--- config.mk ---
export PLATFORM = sky130hd
export DESIGN_NAME = mdio_gen_flat
export DESIGN_NICKNAME = d
export VERILOG_FILES = /design/src/rtl/mdio_pkg.sv /design/src/rtl/mdio_gen_if.sv /design/src/rtl/mdio_gen_mdc.sv /design/src/rtl/mdio_gen.sv /design/src/flat_wrapper.sv
export SDC_FILE = /design/constraint.sdc
export NUM_CORES = 1
export LEC_CHECK = 0
export ABC_AREA = 1
export ABC_CLOCK_PERIOD_IN_PS = 2270
export BUFFER_PORTS_ARGS = -buffer_cell sky130_fd_sc_hd__buf_2
export CORE_AREA = 8 8 93 95
export CTS_CLUSTER_SIZE = 40
export DETAILED_ROUTE_END_ITERATION = 10
export DIE_AREA = 0 0 101 103
export HOLD_SLACK_MARGIN = 0.12
export PLACE_DENSITY_LB_ADDON = 0.15
export SYNTH_ARGS = -nofsm -noshare
export SYNTH_HDL_FRONTEND = slang
export SYNTH_SLANG_ARGS = --single-unit
export TNS_END_PERCENT = 1
--- constraint.sdc ---
create_clock -name clk -period 2.27 [get_ports clk]
set_clock_uncertainty 0.1 [all_clocks]
set_input_delay 0 -clock clk [delete_from_list [all_inputs] [get_ports clk]]
set_output_delay 0 -clock clk [all_outputs]
set_load 0.02 [all_outputs]
--- src/rtl/mdio_pkg.sv ---
// Shared MDIO definitions: frame layout, opcodes and FSM state encodings.
// Used by both the MDIO master and the PHY-side receiver.
package mdio_pkg;

  localparam int FRAME_W = 32;
  localparam int DATA_W  = 16;

  localparam logic [1:0] ST_CODE  = 2'b01;
  localparam logic [1:0] OP_WRITE = 2'b01;
  localparam logic [1:0] OP_READ  = 2'b10;

  // Field positions, MSB first: ST[31:30] OP[29:28] PHYADR[27:23] REGADR[22:18] TA[17:16] DATA[15:0]
  typedef struct packed {
    logic [1:0]        st;
    logic [1:0]        op;
    logic [4:0]        phyadr;
    logic [4:0]        regadr;
    logic [1:0]        ta;
    logic [DATA_W-1:0] data;
  } mdio_frame_t;

  typedef enum logic [2:0] {
    S_IDLE,
    S_PRE,
    S_HDR,
    S_WDAT,
    S_RDAT
  } mdio_state_e;

  function automatic logic frame_valid(input mdio_frame_t f);
    return (f.st == ST_CODE) && ((f.op == OP_WRITE) || (f.op == OP_READ));
  endfunction

endpackage

--- src/rtl/mdio_gen_if.sv ---
// Host and PHY-side signals of the MDIO master, bundled for port connection.
interface mdio_gen_if;
  import mdio_pkg::*;

  logic               mdio_start;
  logic [FRAME_W-1:0] t_data;
  logic               mdio_in;
  logic               mdc;
  logic               mdio_oe;
  logic               mdio_out;
  logic [DATA_W-1:0]  rd_data;
  logic               data_rdy;
  logic               busy;

  modport master (
    input  mdio_start, t_data, mdio_in,
    output mdc, mdio_oe, mdio_out, rd_data, data_rdy, busy
  );

  modport slave (
    output mdio_start, t_data, mdio_in,
    input  mdc, mdio_oe, mdio_out, rd_data, data_rdy, busy
  );

endinterface

--- src/rtl/mdio_gen_mdc.sv ---
// Free-running MDC divider. The event strobes are high in the cycle before the
// CLK edge on which MDC falls or rises, so logic clocked on that edge moves with MDC.
module mdc_gen
  import mdio_pkg::*;
#(
  parameter int MDC_DIV = 1
) (
  input  logic clk,
  input  logic rst_n,
  output logic mdc_o,
  output logic fall_evt_o,
  output logic rise_evt_o
);

  localparam int            CW   = (MDC_DIV > 1) ? $clog2(MDC_DIV) : 1;
  localparam logic [CW-1:0] LAST = CW'(MDC_DIV - 1);

  logic [CW-1:0] div_q;
  logic          mdc_q;
  logic          tick;

  assign tick       = (div_q == LAST);
  assign fall_evt_o = tick & mdc_q;
  assign rise_evt_o = tick & ~mdc_q;
  assign mdc_o      = mdc_q;

  always_ff @(posedge clk or negedge rst_n) begin
    if (!rst_n) begin
      div_q <= '0;
      mdc_q <= 1'b0;
    end else if (tick) begin
      div_q <= '0;
      mdc_q <= ~mdc_q;
    end else begin
      div_q <= div_q + CW'(1);
    end
  end

endmodule

--- src/rtl/mdio_gen.sv ---
// Clause 22 MDIO master: shifts a latched frame out on MDC falls and, for reads,
// releases the line and shifts the PHY reply in on MDC rises.
module mdio_gen
  import mdio_pkg::*;
#(
  parameter int MDC_DIV = 1,
  parameter int PRE_LEN = 0
) (
  input  logic       clk,
  input  logic       rst_n,
  mdio_gen_if.master bus
);

  localparam logic [5:0] PRE_LAST  = 6'(PRE_LEN - 1);
  localparam logic [5:0] HDR_LAST  = 6'd15;
  localparam logic [5:0] WDAT_END  = 6'd16;
  localparam logic [5:0] DATA_LAST = 6'd15;

  mdio_state_e        state_q;
  logic [5:0]         cnt_q;
  logic [FRAME_W-1:0] frame_q;
  logic               is_read_q;
  logic [DATA_W-1:0]  shift_q;
  logic [DATA_W-1:0]  shift_d;
  logic [DATA_W-1:0]  rd_data_q;
  logic               oe_q;
  logic               out_q;
  logic               busy_q;
  logic               rdy_q;
  logic               fall_evt;
  logic               rise_evt;
  mdio_frame_t        req;

  mdc_gen #(.MDC_DIV(MDC_DIV)) u_mdc (
    .clk        (clk),
    .rst_n      (rst_n),
    .mdc_o      (bus.mdc),
    .fall_evt_o (fall_evt),
    .rise_evt_o (rise_evt)
  );

  assign req          = bus.t_data;
  assign shift_d      = {shift_q[DATA_W-2:0], bus.mdio_in};
  assign bus.mdio_oe  = oe_q;
  assign bus.mdio_out = out_q;
  assign bus.rd_data  = rd_data_q;
  assign bus.data_rdy = rdy_q;
  assign bus.busy     = busy_q;

  // frame_q shifts left on every launched bit, so the next bit is always frame_q[31]
  always_ff @(posedge clk or negedge rst_n) begin
    if (!rst_n) begin
      state_q   <= S_IDLE;
      cnt_q     <= '0;
      frame_q   <= '0;
      is_read_q <= 1'b0;
      shift_q   <= '0;
      rd_data_q <= '0;
      oe_q      <= 1'b0;
      out_q     <= 1'b0;
      busy_q    <= 1'b0;
      rdy_q     <= 1'b0;
    end else begin
      rdy_q <= 1'b0;
      unique case (state_q)
        S_IDLE: begin
          if (bus.mdio_start && frame_valid(req)) begin
            frame_q   <= bus.t_data;
            is_read_q <= (req.op == OP_READ);
            busy_q    <= 1'b1;
            cnt_q     <= '0;
            state_q   <= (PRE_LEN > 0) ? S_PRE : S_HDR;
          end
        end
        S_PRE: begin
          if (fall_evt) begin
            oe_q  <= 1'b1;
            out_q <= 1'b1;
            if (cnt_q == PRE_LAST) begin
              cnt_q   <= '0;
              state_q <= S_HDR;
            end else begin
              cnt_q <= cnt_q + 6'd1;
            end
          end
        end
        S_HDR: begin
          if (fall_evt) begin
            oe_q    <= 1'b1;
            out_q   <= frame_q[FRAME_W-1];
            frame_q <= {frame_q[FRAME_W-2:0], 1'b0};
            if (cnt_q == HDR_LAST) begin
              cnt_q   <= '0;
              state_q <= is_read_q ? S_RDAT : S_WDAT;
            end else begin
              cnt_q <= cnt_q + 6'd1;
            end
          end
        end
        S_WDAT: begin
          if (fall_evt) begin
            if (cnt_q == WDAT_END) begin
              oe_q    <= 1'b0;
              out_q   <= 1'b0;
              busy_q  <= 1'b0;
              cnt_q   <= '0;
              state_q <= S_IDLE;
            end else begin
              oe_q    <= 1'b1;
              out_q   <= frame_q[FRAME_W-1];
              frame_q <= {frame_q[FRAME_W-2:0], 1'b0};
              cnt_q   <= cnt_q + 6'd1;
            end
          end
        end
        S_RDAT: begin
          // First fall here releases the line; falls after that count samples taken
          if (fall_evt) begin
            if (oe_q) begin
              oe_q  <= 1'b0;
              out_q <= 1'b0;
              cnt_q <= '0;
            end else begin
              cnt_q <= cnt_q + 6'd1;
            end
          end else if (rise_evt && !oe_q) begin
            shift_q <= shift_d;
            if (cnt_q == DATA_LAST) begin
              rd_data_q <= shift_d;
              rdy_q     <= 1'b1;
              busy_q    <= 1'b0;
              cnt_q     <= '0;
              state_q   <= S_IDLE;
            end
          end
        end
        default: state_q <= S_IDLE;
      endcase
    end
  end

endmodule

--- src/flat_wrapper.sv ---
// flat-port wrapper written by rule: the top's interface ports become plain ports
module mdio_gen_flat import mdio_pkg::*;
#(
  parameter int MDC_DIV = 1,
  parameter int PRE_LEN = 0
)
  (clk, rst_n, bus_mdio_start, bus_t_data, bus_mdio_in, bus_mdc, bus_mdio_oe, bus_mdio_out, bus_rd_data, bus_data_rdy, bus_busy);
  mdio_gen_if bus_i ();
  input  logic clk;
  input  logic rst_n;
  input wire logic [$bits(bus_i.mdio_start)-1:0] bus_mdio_start;
  input wire logic [$bits(bus_i.t_data)-1:0] bus_t_data;
  input wire logic [$bits(bus_i.mdio_in)-1:0] bus_mdio_in;
  output wire logic [$bits(bus_i.mdc)-1:0] bus_mdc;
  output wire logic [$bits(bus_i.mdio_oe)-1:0] bus_mdio_oe;
  output wire logic [$bits(bus_i.mdio_out)-1:0] bus_mdio_out;
  output wire logic [$bits(bus_i.rd_data)-1:0] bus_rd_data;
  output wire logic [$bits(bus_i.data_rdy)-1:0] bus_data_rdy;
  output wire logic [$bits(bus_i.busy)-1:0] bus_busy;
  assign bus_i.mdio_start = bus_mdio_start;
  assign bus_i.t_data = bus_t_data;
  assign bus_i.mdio_in = bus_mdio_in;
  assign bus_mdc = bus_i.mdc;
  assign bus_mdio_oe = bus_i.mdio_oe;
  assign bus_mdio_out = bus_i.mdio_out;
  assign bus_rd_data = bus_i.rd_data;
  assign bus_data_rdy = bus_i.data_rdy;
  assign bus_busy = bus_i.busy;
  mdio_gen #(.MDC_DIV(MDC_DIV), .PRE_LEN(PRE_LEN)) u_core (.clk(clk), .rst_n(rst_n), .bus(bus_i));
endmodule
Word-level counts from Yosys, hierarchy flattened
Index checks and enable logic that the tools add are counted.
{"block": "word_totals", "ff_bits": 79, "in_bits": 36, "out_inout_bits": 21, "wordCells": 118}
{"block": "classes", "addsub": 2, "n_eq_ne": 26, "n_mux": 52, "n_bitwise": 5, "n_reduce_logical": 21}
{"op": "2-to-1 mux 32 bit", "n": 4}
{"op": "case mux 32 bit (3 select lines)", "n": 1}
{"op": "2-to-1 mux 6 bit", "n": 11}
{"op": "2-to-1 mux 3 bit", "n": 11}
{"op": "case mux 6 bit (5 select lines)", "n": 1}
{"op": "inequality test 2 x 1 -> 1 bit (second input constant)", "n": 12}
{"op": "2-to-1 mux 1 bit", "n": 20}
{"op": "case mux 3 bit (5 select lines)", "n": 1}
{"op": "AND reduction 7 bit", "n": 2}
{"op": "AND reduction 10 bit", "n": 1}
{"op": "nonzero test 3 bit", "n": 3}
{"op": "AND reduction 4 bit", "n": 2}
{"op": "adder 6 x 1 -> 6 bit (second input constant)", "n": 1}
{"op": "== test 3 x 2 -> 1 bit (second input constant)", "n": 2}
{"op": "== test 6 x 4 -> 1 bit (second input constant)", "n": 1}
{"op": "== test 6 x 5 -> 1 bit (second input constant)", "n": 1}
{"op": "== test 6 bit (second input constant)", "n": 1}
{"op": "inequality test 3 x 1 -> 1 bit (second input constant)", "n": 2}
{"op": "case mux 1 bit (3 select lines)", "n": 2}
{"op": "AND reduction 6 bit", "n": 1}
{"op": "AND reduction 5 bit", "n": 1}
{"op": "nonzero test 5 bit", "n": 1}
{"op": "== test 2 x 1 -> 1 bit (second input constant)", "n": 2}
{"op": "inequality test 2 bit (second input constant)", "n": 2}
{"op": "other kinds (15)", "n": 20}

Depth between registers and ports, before layout
Gate-level depths: netlist of run 1.
{"block": "logic_depth", "word_depth": 6, "mapped_depth": 11, "depth_no_buf": 11}

Modules after synthesis
Synthesis of run 1 repeated with hierarchy kept, for this count alone.
{"block": "unflattened", "cells_unflattened": 445, "hier_area_um2": 3891.2}
{"mod": "mdio_gen", "n_inst": 1, "cells_per_inst": 442, "area_per_inst_um2": 3854.9, "seq_area_each_um2": 1926.8}
{"mod": "mdc_gen", "n_inst": 1, "cells_per_inst": 3, "area_per_inst_um2": 36.3, "seq_area_each_um2": 25.0}

Least setup slack after synthesis of run 1
OpenSTA, ideal clock, no wires.
{"block": "synth_path", "kind": "reg-to-reg", "start": "reg u_core.cnt_q[0]", "end": "reg u_core.cnt_q[2]", "arrival_ns": 1.363, "t_required_ns": 2.053, "slack_ns": 0.690, "path_stages_with_launch": 11, "path_buffers": 0, "cell_sequence": "dfrtp_1 ha_1 nand2_1 nor2_4 nand3_2 nand2_1 nand2_1 nor2_4 inv_1 nand2_1 nand2_1"}
{"block": "synth_between", "elab_chain_len": 4, "elab_cells_between_ends": 15, "classes_between": "add/sub: 1; eq/ne: 4; mux: 9; reduce/logical: 1"}
{"item": "start: declaration", "line_no": "mdio_gen.sv:20", "text": "logic [5:0] cnt_q;"}
{"item": "start signal: assignment", "line_no": "mdio_gen.sv:83", "text": "cnt_q <= cnt_q + 6'd1;"}
{"item": "start signal: assignment", "line_no": "mdio_gen.sv:96", "text": "cnt_q <= cnt_q + 6'd1;"}
{"item": "start signal: assignment", "line_no": "mdio_gen.sv:112", "text": "cnt_q <= cnt_q + 6'd1;"}
{"item": "adder 6 x 1 -> 6 bit, or another cell as far along"}
{"item": "2-to-1 mux 6 bit, on equally long branches (2 in a row)"}
{"item": "case mux 6 bit (5 select lines)", "line_no": "mdio_gen.sv:65", "text": "unique case (state_q)"}
Parallel ways exist; a longest one is shown, timed or not. The select of a mux whose other input is x is not followed.
A chain may end at the register's enable or synchronous reset.

Worst setup path in the final report of run 1
{"block": "layout_path", "start": "reg u_core.state_q[2]", "end": "reg u_core.cnt_q[1]"}
{"block": "layout_between", "elab_chain_len": 3, "elab_cells_between_ends": 14, "classes_between": "eq/ne: 10; mux: 1; reduce/logical: 3"}
{"item": "start: declaration", "line_no": "mdio_gen.sv:19", "text": "mdio_state_e state_q;"}
{"item": "start signal: assignment", "line_no": "mdio_gen.sv:72", "text": "state_q <= (PRE_LEN > 0) ? S_PRE : S_HDR;"}
{"item": "start signal: assignment", "line_no": "mdio_gen.sv:94", "text": "state_q <= is_read_q ? S_RDAT : S_WDAT;"}
{"item": "== test 3 bit, or another cell as far along", "line_no": "mdio_gen.sv:65"}
{"item": "inequality test 3 x 1 -> 1 bit (no line), or another cell as far along"}
{"item": "AND reduction 7 bit (no line)"}
Parallel ways exist; a longest one is shown, timed or not.

==> key figures, run 1 <==
Critical path
  • Worst Path Arrival: 2.11 ns
  • Crit-path leading delay family: simple AND/OR/NAND/NOR gates
  • Slowest cell on the critical path: buf_4
  • Worst Path Max Fanout: 65
  • Reg2Reg Setup Slack: between 0.3 and 0.4 ns
  • WP data required: ~2.4 ns
  • CP bufs+invs: 3
  • RR Startpoint: u_core.state_q[2]
  • RR Endpoint: u_core.cnt_q[1]
  • Crit Path Class: register to register
  • Critical Path Source Type: register
  • Crit path cell chain: inv_2 -> nand2_2 -> buf_4 -> nor2_4 -> nand2_1 -> nand2_1 -> inv_1 -> nand2_1 -> nand3b_1 -> nand2_1
  • Most used cell, CP: nand2_1
  • R2R cell count: 10
  • CP Capture Type: register
  • CP max stage delay: 0.47 ns

STA
  • Final min period: ~2 ns
  • Unrepaired setup endpoints after global routing: false
  • # setup viols final: 0
  • Hold violation total from the final report: 0
  • Worst slew margin: 0.5825
  • TNS Setup: 0 ns
  • Worst-margin pin slew: approximately 0.62 ns
  • Achievable Freq: ~0.51 GHz
  • Tcrit/Tclk final: 0.8659
  • Count of final max-slew check failures: 0
  • Final WS setup: about 0.3 ns

Pwr
  • Static leakage: around 2.6 nW
  • PD cells: ~530 nW/um^2
  • Maximum vdd drop: between 0.0003 and 0.0004 V

Detailed routing
  • DR pass1 iterations: 4
  • Post-Route WL: between 8000 and 9000 um
  • Via total after detailed routing: 3320
  • Wire length per cell: approximately 12 um
  • Remaining antenna violation count: 0
  • Vias/cell: between 4 and 5
  • Drt initial violations: 142
  • Residual DRC: 0

Die
  • CORE AREA: between 7000 and 8000 um^2
  • Die Span X: a little over 100 um
  • Number of cell rows: 31
  • Num ports: 57
  • Die area: around 10000 um^2
  • Chip height: 103 um
  • Initial Util: 0.5540

Clock network
  • Clock Sink Count: 78
  • Clk slew on worst S/H paths: around 0.09 ns
  • H-tree depth: 3
  • Clock buffer depth: 2
  • CTS Buf Count: 9
  • Worst skew pair latency: ~0.35 ns
  • CTS tree: done
  • Setup Buffers After CTS: 0
  • Root buffer cell: clkbuf_8

Hold path
  • WHS Endpoint: u_core.bus.busy
  • HP Start: bus_mdio_start
  • Hold crit path type: input pin to register
  • WHS Path Cells: 8

Synthesis
  • Synth Warn #: 0
  • Sequential area share after synthesis: 0.4937
  • Mapped Area: 3954 um^2
  • FFs w/ async S/R, synth: 1.000
  • Synth Register Bits: 78
  • Largest area contributor in the netlist: dfrtp_1
  • Main flop type after synthesis: dfrtp_1
  • Synthesized Nets: 524
  • Top cells by area in the synthesized netlist: dfrtp_1, nand2_1, o21ai_0
  • Netlist cell types: 27
  • Mapped Avg Cell Area: roughly 8 um^2
  • Yosys top cell area share: 0.4937
  • Top cells by count, synth: nand2_1, dfrtp_1, inv_1
  • Number of flops mapped to enable cells by yosys: 0
  • Most common cell in the netlist: nand2_1
  • Syn Inst Count: between 400 and 500

GRT
  • Vias in the first global route: 3189
  • Initial antenna violation count: 0
  • First-pass GRT wire length: ~14000 um
  • Total grt overflow: 0
  • Pin count of the biggest net entering global routing: 66
  • GR Util All Layers: 0.1672

Run
  • Number of max-cap violations: 0

Finish
  • N_diodes: 0
  • Area delta synth->final: 22.91%
  • Filler cells: around 600
  • Layout cells sized above 1: 0.2241
  • Layout Cells excl Fill: 679
  • Final nets: 614

Place
  • # port buffers: 56
  • Place WS: about 0.14 ns
  • Placed instance count: 624
  • Gpl congestion: approximately 0.9
  • Post-DP HPWL: 5300 um

Status
  • Status: completed
## cell type report
| class | instances | area (um^2) | share of cell area |
|---|---|---|---|
| clock buffers | 9 | 123.9 | 0.02549 |
| multi-input cells | 314 | 1604 | 0.3301 |
| repair buffers | 97 | 705.7 | 0.1452 |
| clock inverters | 7 | 68.82 | 0.01416 |
| well taps | 99 | 123.9 | 0.02549 |
| inverters | 75 | 281.5 | 0.05793 |
| flip-flops and latches | 78 | 1952 | 0.4016 |
## kinds of logic after synthesis
| family | count (synthesis) | share of synthesized area |
|---|---|---|
| compound gates | 110 | 0.1706 |
| buf+inv | 95 | 0.1063 |
| fa+ha+maj | 3 | 0.009495 |
| flops | 78 | 0.4937 |
| mux | 1 | 0.002848 |
| simple gates | 198 | 0.2171 |
## tightest hold or removal path, cell delays in order
cell and delay, ns:
buf_2 0.10, nand2_1 0.05, inv_1 0.04, nand2_1 0.09, nand2_4 0.07, o211ai_1 0.09, o21ai_0 0.08, nand2_1 0.06
## layout by cell type (no fill, tap or decap), types with 4 or more instances in the layout
| master | n |
|---|---|
| buf_4 | 4 |
| dlygate4sd3_1 | 36 |
| buf_2 | 55 |
| dfrtp_1 | 78 |
| nand4_1 | 5 |
| nor2_4 | 6 |
| o21ai_1 | 16 |
| o21ai_2 | 30 |
| inv_1 | 70 |
| o21ai_0 | 54 |
| a21oi_1 | 6 |
| nor2_2 | 4 |
| nand3_1 | 11 |
| inv_2 | 4 |
| nor2_1 | 18 |
| nand2_1 | 148 |
| clkbuf_8 | 9 |
## flip-flops by register name, indices dropped and copies added (netlist names)
signal and flops:
u_core.bus.data_rdy 1, u_core.bus.mdio_out 1, u_core.bus.busy 1, u_core.bus.rd_data 16
u_core.frame_q 32, u_core.bus.mdio_oe 1, u_core.u_mdc.mdc_o 1, u_core.shift_q 15
u_core.state_q 3, u_core.is_read_q 1, u_core.cnt_q 6
## where the power goes
group	leakage [nW]	internal [W]	switching, W	total [W]
clock	0.0907	0.000421	0.000572	0.000993
sequential	0.863	0.00140	0.00000692	0.00141
combinational	1.63	0.0000886	0.0000712	0.000160
total	2.58	0.00191	0.000650	0.00256
## layer usage
metal / vias to the layer above / GRT usage / wire length, um
li1: 1701 / - / -
met1: 1538 / 0.2031 / 3884
met2: 68 / 0.2878 / 3887
met3: 13 / 0.03106 / 406
met4: 0 / 0.06644 / 126
met5: - / 0 / 0
## through the flow
stage,total power (W),hold WS (ns),util,cell area [um^2]
after floorplan,0.001476,-0.3956,-,3954
after global placement,0.001546,-0.1313,0.5975,4264
after detailed placement,0.001548,-0.1281,0.5975,4264
after CTS,0.002598,0.1562,0.6778,4837
after global routing,0.002663,0.2069,0.6809,4860
final,0.002561,0.1623,0.6809,4860
## worst max path at each step
| stage | from | end | slack [ns] | depth (start not counted) |
|---|---|---|---|---|
| after floorplan | u_core.cnt_q[0] | u_core.cnt_q[2] | 0.69 | 10 |
| after global placement | u_core.cnt_q[0] | u_core.frame_q[0] | 0.18 | 9 |
| after detailed placement | u_core.cnt_q[0] | u_core.frame_q[0] | 0.14 | 9 |
| after CTS | bus_t_data[28] | u_core.frame_q[0] | 0.05 | 11 |
| after global routing | u_core.state_q[2] | u_core.cnt_q[4] | 0.05 | 10 |
| final | u_core.state_q[2] | u_core.cnt_q[1] | 0.30 | 10 |
## what timing repair did
| item | CTS | global route |
|---|---|---|
| setup endpoints to repair | 0 | 32 |
| hold buffers | 37 | 0 |
| hold endpoints to repair | 114 | 0 |
| gates resized for setup | 0 | 1 |
Power figures use the tool's default switching activity.
==> run 2, diff against run 1 <==
--- a/config.mk
+++ b/config.mk
@@ -13,7 +13,7 @@
 export DETAILED_ROUTE_END_ITERATION = 10
 export DIE_AREA = 0 0 101 103
 export HOLD_SLACK_MARGIN = 0.12
-export PLACE_DENSITY_LB_ADDON = 0.15
+export PLACE_DENSITY = 0.78
 export SYNTH_ARGS = -nofsm -noshare
 export SYNTH_HDL_FRONTEND = slang
 export SYNTH_SLANG_ARGS = --single-unit
==> run 2 against run 1 <==
  * Worst hold slack lost 0.0050 ns
  * Non-clock buffer count shrank 3
  * Wire length grew 1.6%
  * Register-to-register slack gained 0.04 ns
  * Critical path depth unchanged
  * Cell count decreased by 0.44%
  * Critical endpoint is now u_core.state_q[0]
==> key figures, run 2 (synthesis results as in run 1) <==
Finish
  • Largest register FFs: 32
  • Multi-input combinational cell area: 1604 um^2
  • Area delta synth->final: 22.18%
  • Most frequent cells in the layout: nand2_1, dfrtp_1, inv_1
  • Filler cells: 591
  • Final Util: 0.6769
  • Layout cells sized above 1: 0.2205
  • Reg area: roughly 2000 um^2
  • Most common cell after layout, fill and taps aside: nand2_1
  • Final nets: 611
  • Most flops, register: u_core.frame_q
  • Final Cell Area: around 4800 um^2

STA
  • Hold violation total from the final report: 0
  • # setup viols final: 0
  • Worst-margin pin slew: approximately 0.96 ns
  • WHS: about 0.16 ns
  • Achievable Freq: a little over 0.5 GHz
  • Worst slew margin: 0.3633
  • TNS Setup: 0 ns
  • Count of final max-slew check failures: 0
  • Tcrit/Tclk final: 0.8488
  • Final min period: between 1.5 and 2 ns
  • Unrepaired setup endpoints after global routing: false

Clock network
  • Clock Sink Count: about 80
  • Clock buffer depth: 2
  • CTS Buf Count: 9
  • CTS tree: done
  • Clk slew on worst S/H paths: roughly 0.080 ns
  • Root buffer cell: clkbuf_8
  • Worst skew pair latency: 0.36 ns
  • Setup Buffers After CTS: 0
  • H-tree depth: 3

Place
  • # port buffers: 56
  • Gpl congestion: ~0.9
  • Placed inst area: 4244 um^2
  • Post-DP HPWL: about 5200 um

Detailed routing
  • Post-Route WL: 8441 um
  • Met2 WL: a little over 4000 um
  • Vias/cell: 4.929
  • Via total after detailed routing: 3332
  • Wire length per cell: between 10 and 15 um
  • Top Layer Used: met4
  • Drt initial violations: roughly 140
  • Residual DRC: 0
  • Remaining antenna violation count: 0
  • Routed wl met3: ~400 um
  • Routed met1 length: between 3000 and 4000 um
  • DR pass1 iterations: 4

Critical path
  • CP Capture Type: register
  • Crit. path cell count: 10
  • Most used cell, CP: nand2_1
  • CP bufs+invs: 3
  • Worst Path Arrival: 2.07 ns
  • Worst Path Max Fanout: 65
  • Crit-path leading delay family: buffers and inverters
  • Crit Path Class: register to register
  • Crit path cell chain: inv_2 -> nand2_2 -> buf_4 -> nor2_4 -> nand2_1 -> nand2_1 -> inv_1 -> nand3_1 -> nand2_1 -> nand2_1
  • Critical Path Source Type: register
  • R2R cell count: 10
  • CP max stage delay: ~0.47 ns
  • WP data required: 2.42 ns
  • Slowest cell on the critical path: buf_4

Die
  • Initial Util: 0.5540
  • Die area: around 10000 um^2
  • CORE AREA: just over 7000 um^2
  • Number of cell rows: 31
  • Chip height: 103 um
  • Num ports: 57
  • Die Span X: 101 um

Hold path
  • Hold crit path type: input pin to register
  • WHS Path Cells: 8

GRT
  • Vias in the first global route: about 3200
  • GR Util All Layers: 0.1691
  • First-pass GRT wire length: 14000 um
  • Total grt overflow: 0
  • Pin count of the biggest net entering global routing: 79
  • Initial antenna violation count: 1

Pwr
  • Total chip power: around 0.0027 W
  • PD cells: 554.5 nW/um^2
  • Maximum vdd drop: between 0.0003 and 0.0004 V
  • Static leakage: ~2.6 nW

Status
  • Status: completed

Run
  • Number of max-cap violations: 0
-- run 2: layer usage --
metal	up-vias	track usage
li1	1698	-
met1	1551	0.1951
met2	68	0.2878
met3	15	0.04524
met4	0	0.07904
met5	-	0
-- run 2: where the power goes --
part	switching [W]	internal (W)
clock network	0.000507	0.000610
registers	0.00000699	0.00140
logic	0.0000726	0.0000804
total	0.000586	0.00209
-- run 2: final cells by class --
cell class / instances / share of cell area
Antenna cell: 1 / 0.0005180
Multi-Input combinational cell: 314 / 0.3320
Timing Repair Buffer: 94 / 0.1357
Tap cell: 99 / 0.02564
Clock buffer: 9 / 0.02564
Clock inverter: 6 / 0.01813
Inverter: 75 / 0.05828
Sequential cell: 78 / 0.4040
-- run 2: final timing paths --
check / endpoint / from / slack (ns)
min in group asynchronous: u_core.frame_q[1] / rst_n / 0.23
max reg2reg: u_core.state_q[0] / u_core.state_q[2] / 0.34
min reg2reg: u_core.bus.rd_data[15] / u_core.shift_q[14] / 0.37
max in group asynchronous: u_core.shift_q[12] / rst_n / 1.21
min: u_core.bus.busy / bus_mdio_start / 0.16
max: u_core.state_q[0] / u_core.state_q[2] / 0.34
-- run 2: timing repair --
action / CTS / global route
hold buffers: 35 / 0
endpoints found under the hold margin: 114 / 0
setup endpoints to repair: 0 / 32
resized for setup: 0 / 1
-- run 2: worst register-to-register path: cells and delay by family (launching register included) --
family,cells,cell delay (ns)
buffers and inverters,3,0.67
and+or+nand+nor,7,0.61
DFF,1,0.45
-- run 2: through the flow --
stage / instances / worst slack [ns]
after detailed placement: 623 / 0.1254
final: 676 / 0.3432
after global routing: 676 / 0.06136
after global placement: 623 / 0.1757
after floorplan: 485 / 0.6901
after CTS: 673 / 0.05321
